==> src/rtl/ret_addr_stack.sv <==
// ---------------------------------------------------------------------------
// ret_addr_stack
//   Hardware return-address stack that feeds DoST to the program counter.
//   CALL pushes PCin+1, interrupt entry pushes PCin and tags the entry as an
//   ISR frame, and Ret pops. All state changes on posedge CLK, so DoST is
//   stable before the PC samples it on the following negedge.
//
// Ports
//   CLK       in   1      clock, state updates on posedge
//   RST       in   1      asynchronous, active-high reset
//   Push      in   1      CALL: push PCin+1 (untagged)
//   IntPush   in   1      interrupt entry: push PCin (tagged); wins over Push
//   Ret       in   1      pop top entry
//   PCin      in   AW     current PC value
//   ErrClr    in   1      clears sticky Overflow/Underflow
//   DoST      out  AW     top-of-stack address, 0 when empty
//   Depth     out  PW+1   number of valid entries, 0..DEPTH
//   Full      out  1      Depth == DEPTH
//   Empty     out  1      Depth == 0
//   InISR     out  1      at least one tagged frame is on the stack
//   IsrRet    out  1      one-cycle pulse after a tagged frame is popped
//   Overflow  out  1      sticky: push attempted while Full
//   Underflow out  1      sticky: Ret attempted while Empty
// ---------------------------------------------------------------------------
module ret_addr_stack #(
  parameter int DEPTH = 16,
  parameter int AW    = 16,
  parameter int PW    = 4
) (
  input  logic          CLK,
  input  logic          RST,
  input  logic          Push,
  input  logic          IntPush,
  input  logic          Ret,
  input  logic [AW-1:0] PCin,
  input  logic          ErrClr,
  output logic [AW-1:0] DoST,
  output logic [PW:0]   Depth,
  output logic          Full,
  output logic          Empty,
  output logic          InISR,
  output logic          IsrRet,
  output logic          Overflow,
  output logic          Underflow
);

  localparam logic [PW:0] DEPTH_C = DEPTH[PW:0];

  // Storage: each entry holds {tag, addr}; contents are not reset.
  logic [AW-1:0] r_mem_addr [DEPTH];
  logic          r_mem_tag  [DEPTH];

  logic [PW:0]   r_sp;
  logic [PW:0]   r_isr_cnt;
  logic          r_ovf;
  logic          r_udf;
  logic          r_isr_ret;

  logic          w_any_push;
  logic          w_new_tag;
  logic [AW-1:0] w_new_addr;
  logic          w_empty;
  logic          w_full;
  logic [PW-1:0] w_top_idx;
  logic          w_top_tag;

  logic          w_wr_en;
  logic [PW-1:0] w_wr_idx;
  logic [PW:0]   w_sp_nxt;
  logic [PW:0]   w_isr_nxt;
  logic          w_isr_ret_nxt;
  logic          w_ovf_set;
  logic          w_udf_set;

  assign w_any_push = Push | IntPush;
  assign w_new_tag  = IntPush;
  // Interrupt entry resumes at the interrupted PC; CALL resumes after it.
  assign w_new_addr = IntPush ? PCin : (PCin + {{(AW-1){1'b0}}, 1'b1});
  assign w_empty    = (r_sp == {(PW+1){1'b0}});
  assign w_full     = (r_sp == DEPTH_C);
  // Low bits of sp minus one: when sp==DEPTH the low bits are 0 and wrap to DEPTH-1.
  assign w_top_idx  = r_sp[PW-1:0] - {{(PW-1){1'b0}}, 1'b1};
  assign w_top_tag  = r_mem_tag[w_top_idx];

  assign DoST      = w_empty ? {AW{1'b0}} : r_mem_addr[w_top_idx];
  assign Depth     = r_sp;
  assign Full      = w_full;
  assign Empty     = w_empty;
  assign InISR     = (r_isr_cnt != {(PW+1){1'b0}});
  assign IsrRet    = r_isr_ret;
  assign Overflow  = r_ovf;
  assign Underflow = r_udf;

  // Next-state decode for pointer, ISR nesting count, pulse and error events.
  always_comb begin
    w_wr_en       = 1'b0;
    w_wr_idx      = r_sp[PW-1:0];
    w_sp_nxt      = r_sp;
    w_isr_nxt     = r_isr_cnt;
    w_isr_ret_nxt = 1'b0;
    w_ovf_set     = 1'b0;
    w_udf_set     = 1'b0;
    if (Ret && !w_empty) begin
      w_isr_ret_nxt = w_top_tag;
      if (w_any_push) begin
        // Pop and push together: overwrite the top entry in place.
        w_wr_en   = 1'b1;
        w_wr_idx  = w_top_idx;
        w_isr_nxt = r_isr_cnt - {{PW{1'b0}}, w_top_tag} + {{PW{1'b0}}, w_new_tag};
      end else begin
        w_sp_nxt  = r_sp - {{PW{1'b0}}, 1'b1};
        w_isr_nxt = r_isr_cnt - {{PW{1'b0}}, w_top_tag};
      end
    end else if (Ret) begin
      // Ret on an empty stack: flag it, then any push proceeds normally.
      w_udf_set = 1'b1;
      if (w_any_push) begin
        w_wr_en   = 1'b1;
        w_wr_idx  = {PW{1'b0}};
        w_sp_nxt  = {{PW{1'b0}}, 1'b1};
        w_isr_nxt = {{PW{1'b0}}, w_new_tag};
      end else begin
        w_sp_nxt  = r_sp;
      end
    end else if (w_any_push) begin
      if (w_full) begin
        w_ovf_set = 1'b1;
      end else begin
        w_wr_en  = 1'b1;
        w_sp_nxt = r_sp + {{PW{1'b0}}, 1'b1};
        if (w_new_tag && (r_isr_cnt != DEPTH_C)) begin
          w_isr_nxt = r_isr_cnt + {{PW{1'b0}}, 1'b1};
        end else begin
          w_isr_nxt = r_isr_cnt;
        end
      end
    end else begin
      w_sp_nxt = r_sp;
    end
  end

  // Stack memory write; no reset since contents above sp are never observed.
  always_ff @(posedge CLK) begin
    if (w_wr_en) begin
      r_mem_addr[w_wr_idx] <= w_new_addr;
      r_mem_tag[w_wr_idx]  <= w_new_tag;
    end
  end

  // Control registers with asynchronous reset; a new error beats ErrClr.
  always_ff @(posedge CLK or posedge RST) begin
    if (RST) begin
      r_sp      <= {(PW+1){1'b0}};
      r_isr_cnt <= {(PW+1){1'b0}};
      r_ovf     <= 1'b0;
      r_udf     <= 1'b0;
      r_isr_ret <= 1'b0;
    end else begin
      r_sp      <= w_sp_nxt;
      r_isr_cnt <= w_isr_nxt;
      r_ovf     <= w_ovf_set | (r_ovf & ~ErrClr);
      r_udf     <= w_udf_set | (r_udf & ~ErrClr);
      r_isr_ret <= w_isr_ret_nxt;
    end
  end

endmodule
==> config.mk <==
export PLATFORM = sky130hd
export DESIGN_NAME = ret_addr_stack
export DESIGN_NICKNAME = d
export VERILOG_FILES = /design/src/rtl/ret_addr_stack.sv
export SDC_FILE = /design/constraint.sdc
export NUM_CORES = 1
export LEC_CHECK = 0
export CORE_ASPECT_RATIO = 1.2
export CORE_MARGIN = 3
export CORE_UTILIZATION = 50
export DETAILED_ROUTE_END_ITERATION = 10
export PLACE_DENSITY = 0.78
export SYNTH_ARGS = -nofsm -noshare
export SYNTH_HDL_FRONTEND = slang
export SYNTH_SLANG_ARGS = --single-unit
==> constraint.sdc <==
create_clock -name CLK -period 7.83 [get_ports CLK]
set_clock_uncertainty 0.2 [all_clocks]
set_input_delay 0.783 -clock CLK [delete_from_list [all_inputs] [get_ports CLK]]
set_output_delay 0.783 -clock CLK [all_outputs]
set_load 0.02 [all_outputs]
==> flow_summary_export.csv, run 1 <==
group,metric,value,unit
layout,layout_commonest_cell,"edfxtp_1",
power_and_ir_drop,p_switching,2.269,mW
clock_network,clk_latency,0.53,ns
layout,nets,785,
setup_path,crit_path_end_kind,"primary output",
routing,first_iter_violations,611,
synthesis,yosys-top-cells-area,"edfxtp_1 68%, mux4_2 10%, dfrtp_1 2.7%",
synthesis,syn_nets,721,
setup_path,startpoint_type,"flop",
routing,final_antenna_net_count,0,
synthesis,async_flop_share,0.04561,
worst_hold_path,min_from,"Overflow",
clock_network,cts_tree,"built",
clock_network,cts_setup_buffers,0,
layout,utilization,0.5973,
synthesis,avgSynthCellArea,17.35,µm²
synthesis,synth_top_cell_area_share,0.6841,
timing,max_freq,196.5,MHz
placed_design,gp_congestion,0.8381,
power_and_ir_drop,p_leak,4.508,nW
power_and_ir_drop,power_density,441.1,nW/µm²
setup_path,rr_startpoint,"Depth[1]",
power_and_ir_drop,pwr-share-seq,0.333,
grt,grt_pass1_wl,42100,µm
setup_path,cp.arrival,4.11,ns
synthesis,synth_edf_count,272,
placed_design,place_hpwl,15810,µm
grt,grt_pass1_vias,7138,
timing,fin_crit,5.089,ns
worst_hold_path,hold_path_class,"flop to flop",
routing,via_per_inst,6.192,
synthesis,postSynthCellCount,688,
flow_run,max-cap-violations,0,
clock_network,clock-root-buffer,"clkbuf_16",
setup_path,cp_max_fo,29,
floorplanning,die_h,175.3,µm
placed_design,port_buffers,48,
synthesis,synth_top_area_cell,"edfxtp_1",
outcome,outcome,"complete, no violations",
clock_network,htreeDepth,1,
setup_path,worstSetupPathType,"flop to primary output",
layout,insertedDiodeCount,0,
timing,slew_viol_final,0,
synthesis,ys_seq_area_frac,0.7113,
layout,drive_above_1_share,0.2171,
clock_network,path_clk_slew,0.06,ns
timing,post-route-period-util,0.6499,
timing,tns,0,ns
clock_network,clk_path_buf_depth,3,
layout,final_cell_mix,"272 x edfxtp_1, 53 x mux4_2, 48 x clkdlybuf4s50_1",
layout,nFillCells,1686,
power_and_ir_drop,internal_power,3.884,mW
power_and_ir_drop,comb_power_share,0.455,
synthesis,ys.flop_type,"edfxtp_1",
timing,slew_headroom,0.1170,
setup_path,crit_path_start,"Depth[1]",
clock_network,numCtsBuffers,28,
timing,hold_viol,0,
routing,wl_per_cell,24.96,µm
clock_network,clock-sinks,285,
power_and_ir_drop,clkPwrFrac,0.212,
layout,area_growth,16.84,%
power_and_ir_drop,switching_share,0.3688,
floorplanning,io_pins,49,
grt,antenna_found_initial,0,
routing,drc,0,
floorplanning,rows,61,
synthesis,yosys_warnings,0,
synthesis,synth_seq_cells,285,
grt,grt_max_degree,66,
power_and_ir_drop,peakVddDrop,0.0005490,V
setup_path,crit_required,6.85,ns
routing,drt-total-wl,27180,µm
timing,setup_violations,0,
grt,track_usage,0.2146,
routing,drt-pass1-iter-count,5,
floorplanning,dieWidth,147.1,µm
synthesis,ys_types,50,
floorplanning,core_area,23350,µm²
floorplanning,die_area,25780,µm²
synthesis,synth_area,11940,µm²
grt,gr-total-overflow,0,
timing,rsz0062_at_grt,"false",
clock_network,cts_resized,0,
timing,worst_slew_pin_slew,1.315,ns
floorplanning,initial_core_util,0.5113,
routing,num_vias,6743,
clock_network,cts_hold_buf,0,
-- final timing paths --
kind	endpoint	slack, ns	cells past startpoint
max	DoST[8]	2.74	6
min	Overflow	0.33	2
max reg2reg	r_isr_cnt[4]	3.16	12
min reg2reg	Overflow	0.33	2
max in group asynchronous	Depth[0]	6.67	2
min in group asynchronous	r_isr_cnt[3]	0.38	2
-- cell usage after synthesis, drive strengths merged (4+ instances only) --
cell type,n
inv,16
mux4,53
nor2,12
a21oi,24
buf,23
nand2,26
clkbuf,17
ha,11
xor2,6
and3,6
o21ai,13
dfrtp,13
edfxtp,272
or3,4
nor3,25
nand3,14
nor4,4
xnor2,16
a31oi,21
mux2,19
a211oi,14
mux2i,18
o22ai,19
-- worst max-delay path, stage by stage (launching register included) --
cell,delay (ns)
dfrtp_1,0.54
inv_1,0.09
ha_2,0.90
nand3_1,0.90
o22ai_1,0.48
a31oi_1,0.09
clkdlybuf4s50_1,0.56
-- cell families after synthesis --
logic type,synth area share
XOR/XNOR,0.01614
flip-flops,0.7113
adder cells (fa/ha/maj),0.01153
AND/OR/NAND/NOR,0.05302
buffers and inverters,0.01970
multiplexers,0.1330
AO/OA/AOI/OAI,0.05533
-- metrics by stage --
| stage | area (µm²) | power, mW | setup WS [ns] | std cells | hold WS [ns] |
|---|---|---|---|---|---|
| 6_report | 13950 | 6.153 | 2.741 | 1089 | 0.3266 |
| 5_1_grt | 13950 | 6.450 | 2.530 | 1089 | 0.3377 |
| 4_1_cts | 13940 | 6.181 | 2.786 | 1089 | 0.3298 |
| 3_5_place_dp | 13040 | 4.872 | 3.217 | 1037 | 0.3154 |
| 3_3_place_gp | 13040 | 4.798 | 3.349 | 1037 | 0.3130 |
| 2_1_floorplan | 11940 | 3.853 | 3.244 | 688 | 0.3382 |
-- sequential cells by signal, summed over array words and instances (netlist names) --
name,flops
Depth,5
IsrRet,1
r_isr_cnt,5
Overflow,1
r_mem_tag,16
r_mem_addr,256
Underflow,1
-- power by group through the flow --
stage               clock, mW  combinational (mW)  sequential (mW)
finish                   1.31                2.80             2.05
global route             1.38                3.00             2.07
CTS                      1.32                2.81             2.05
detailed placement          0                2.80             2.08
global placement            0                2.74             2.05
floorplan                   0                1.81             2.05
-- per-layer routing --
metal / global-route usage / share of wire / vias to the layer above / routed length (µm)
met2: 0.3565 / 0.49 / 325 / 13440
met5: 0 / 0 / - / 0
li1: - / - / 2912 / -
met3: 0.04568 / 0.080 / 74 / 2175
met4: 0.07576 / 0.035 / 0 / 962
met1: 0.2844 / 0.39 / 3432 / 10600
-- final cells by class --
cell class / count / area (µm²) / share of cell area
repair buffers: 74 / 675.6 / 0.04843
inverters: 16 / 60.06 / 0.004305
clock buffers: 31 / 711.9 / 0.05103
flip-flops and latches: 285 / 8497 / 0.6091
multi-input cells: 347 / 3422 / 0.2453
well taps: 315 / 394.1 / 0.02825
clock inverters: 21 / 190.2 / 0.01363
Note: power is estimated with default switching activity, not from simulation.
==> run 2: changes to the inputs <==
==> constraint.sdc (replaced) <==
create_clock -name CLK -period 4.8 [get_ports CLK]
set_clock_uncertainty 0.2 [all_clocks]
set_input_delay 0.48 -clock CLK [delete_from_list [all_inputs] [get_ports CLK]]
set_output_delay 0.48 -clock CLK [all_outputs]
set_load 0.02 [all_outputs]
==> flow_summary_export.csv, run 2 (same netlist as run 1, synthesis figures left out) <==
group,metric,value,unit
floorplanning,rows,61,
power_and_ir_drop,p_leak,4.598,nW
power_and_ir_drop,switching_share,0.3682,
timing,fin_crit,4.564,ns
layout,layout_commonest_cell,"edfxtp_1",
grt,antenna_found_initial,0,
placed_design,port_buffers,48,
placed_design,placedCellCount,1052,
layout,insertedDiodeCount,0,
timing,rsz0062_at_grt,"false",
layout,area_growth,18.16,%
power_and_ir_drop,clkPwrFrac,0.210,
placed_design,place_hpwl,17090,µm
setup_path,cp_max_fo,29,
routing,drt-pass1-iter-count,5,
setup_path,startpoint_type,"flop",
timing,tns,0,ns
setup_path,reg2regPathDepth,12,
floorplanning,dieWidth,147.1,µm
power_and_ir_drop,peakVddDrop,0.0006031,V
timing,worst_slew_pin_slew,1.369,ns
floorplanning,core_area,23350,µm²
floorplanning,die_h,175.3,µm
grt,grt_max_degree,65,
routing,via_per_inst,6.150,
layout,drive_above_1_share,0.2263,
setup_path,crit_path_end_kind,"primary output",
setup_path,r2r_setup_slack,0.51,ns
setup_path,rr_endpoint,"r_isr_cnt[4]",
timing,setup_violations,0,
setup_path,rr_startpoint,"Depth[0]",
clock_network,clock-sinks,285,
routing,drt-total-wl,28180,µm
power_and_ir_drop,p_switching,3.787,mW
routing,first_iter_violations,753,
power_and_ir_drop,internal_power,6.500,mW
routing,drc,0,
grt,top_usage_layer,"met2",
timing,layout_setup_ws,0.2364,ns
grt,track_usage,0.2195,
clock_network,cts_tree,"built",
clock_network,clk_latency,0.54,ns
clock_network,htreeDepth,1,
routing,num_vias,6802,
worst_hold_path,hold_path_class,"input pin to async pin",
layout,largestRegisters,"r_mem_addr x256, r_mem_tag x16",
timing,post-route-period-util,0.9507,
routing,final_antenna_net_count,0,
timing,slew_headroom,0.08103,
power_and_ir_drop,comb_power_share,0.463,
layout,utilization,0.6041,
setup_path,worstSetupPathType,"flop to primary output",
floorplanning,die_area,25780,µm²
setup_path,cp.arrival,3.88,ns
grt,grt_use_met1,0.2963,
floorplanning,io_pins,49,
power_and_ir_drop,pwr-share-seq,0.328,
grt,grt_pass1_wl,42780,µm
placed_design,gp_congestion,0.8252,
grt,met3_usage,0.04645,
clock_network,numCtsBuffers,28,
timing,slew_viol_final,0,
layout,largest_register,"r_mem_addr",
timing,max_freq,219.1,MHz
flow_run,max-cap-violations,0,
clock_network,path_clk_slew,0.06,ns
layout,instances_no_fill,1106,
setup_path,crit_required,4.12,ns
setup_path,crit_path_start,"Depth[0]",
routing,wl_per_cell,25.48,µm
placed_design,post-place-ws,0.4803,ns
clock_network,clk_path_buf_depth,3,
grt,globalRouteMet2Util,0.3636,
grt,gr-total-overflow,0,
layout,nets,802,
clock_network,clock-root-buffer,"clkbuf_16",
layout,largest_reg_flops,256,
power_and_ir_drop,power_density,729.1,nW/µm²
layout,final_cell_mix,"272 x edfxtp_1, 53 x mux4_2, 48 x clkdlybuf4s50_1",
outcome,outcome,"complete, no violations",
layout,nFillCells,1702,
floorplanning,initial_core_util,0.5113,
grt,grt_pass1_vias,7017,
timing,hold_viol,0,
## run 2: cell type report
class                      count  area, µm²  share of cell area
sequential                   285       8497              0.6023
multi-input combinational    347       3420              0.2424
clock buffer                  39      763.2             0.05410
timing repair buffer          91      828.3             0.05871
tap                          315      394.1             0.02794
inverter                      16      60.06            0.004257
clock inverter                13      146.4             0.01038
## run 2: how the worst max path moves through the flow
stage,end,cells past startpoint
after floorplan,r_mem_addr[2][0],10
after global placement,r_isr_cnt[4],12
after detailed placement,r_isr_cnt[4],12
after CTS,DoST[2],8
after global routing,DoST[2],9
final,DoST[2],9
## run 2: layer usage
layer  routed length [µm]  up-vias
li1                     -     2946
met1                11160     3494
met2                14030      302
met3                 2144       60
met4                  841        0
met5                    0        -
## run 2: metrics by stage
stage	cell area (µm²)	hold slack, ns	power [mW]
6_report	14110	0.09501	10.29
5_1_grt	14110	0.1440	10.76
3_3_place_gp	13160	0.2968	7.992
4_1_cts	14070	0.1085	10.30
2_1_floorplan	11940	0.1570	6.285
3_5_place_dp	13160	0.3293	8.112
## run 2: what timing repair did
action / CTS / global route
setup buffers: 0 / 2
gates resized for setup: 0 / 0
hold buffers: 0 / 0
setup endpoints to repair: 0 / 10
## run 2: power groups by stage
stage                     sequential (mW)  combinational, mW  clock, mW
after floorplan                      3.34               2.95          0
after global placement               3.39               4.61          0
after detailed placement             3.42               4.70          0
after CTS                            3.37               4.74       2.19
after global routing                 3.41               5.06       2.29
final                                3.37               4.76       2.16
## run 2: worst max-delay path, stage by stage (launching register included)
cell and delay [ns]:
dfrtp_4 0.68, inv_1 0.17, ha_2 0.43, buf_4 0.41
nand3b_1 0.23, buf_12 0.15, buf_4 0.15, o22ai_1 0.07
a31oi_1 0.35, clkdlybuf4s50_1 0.69
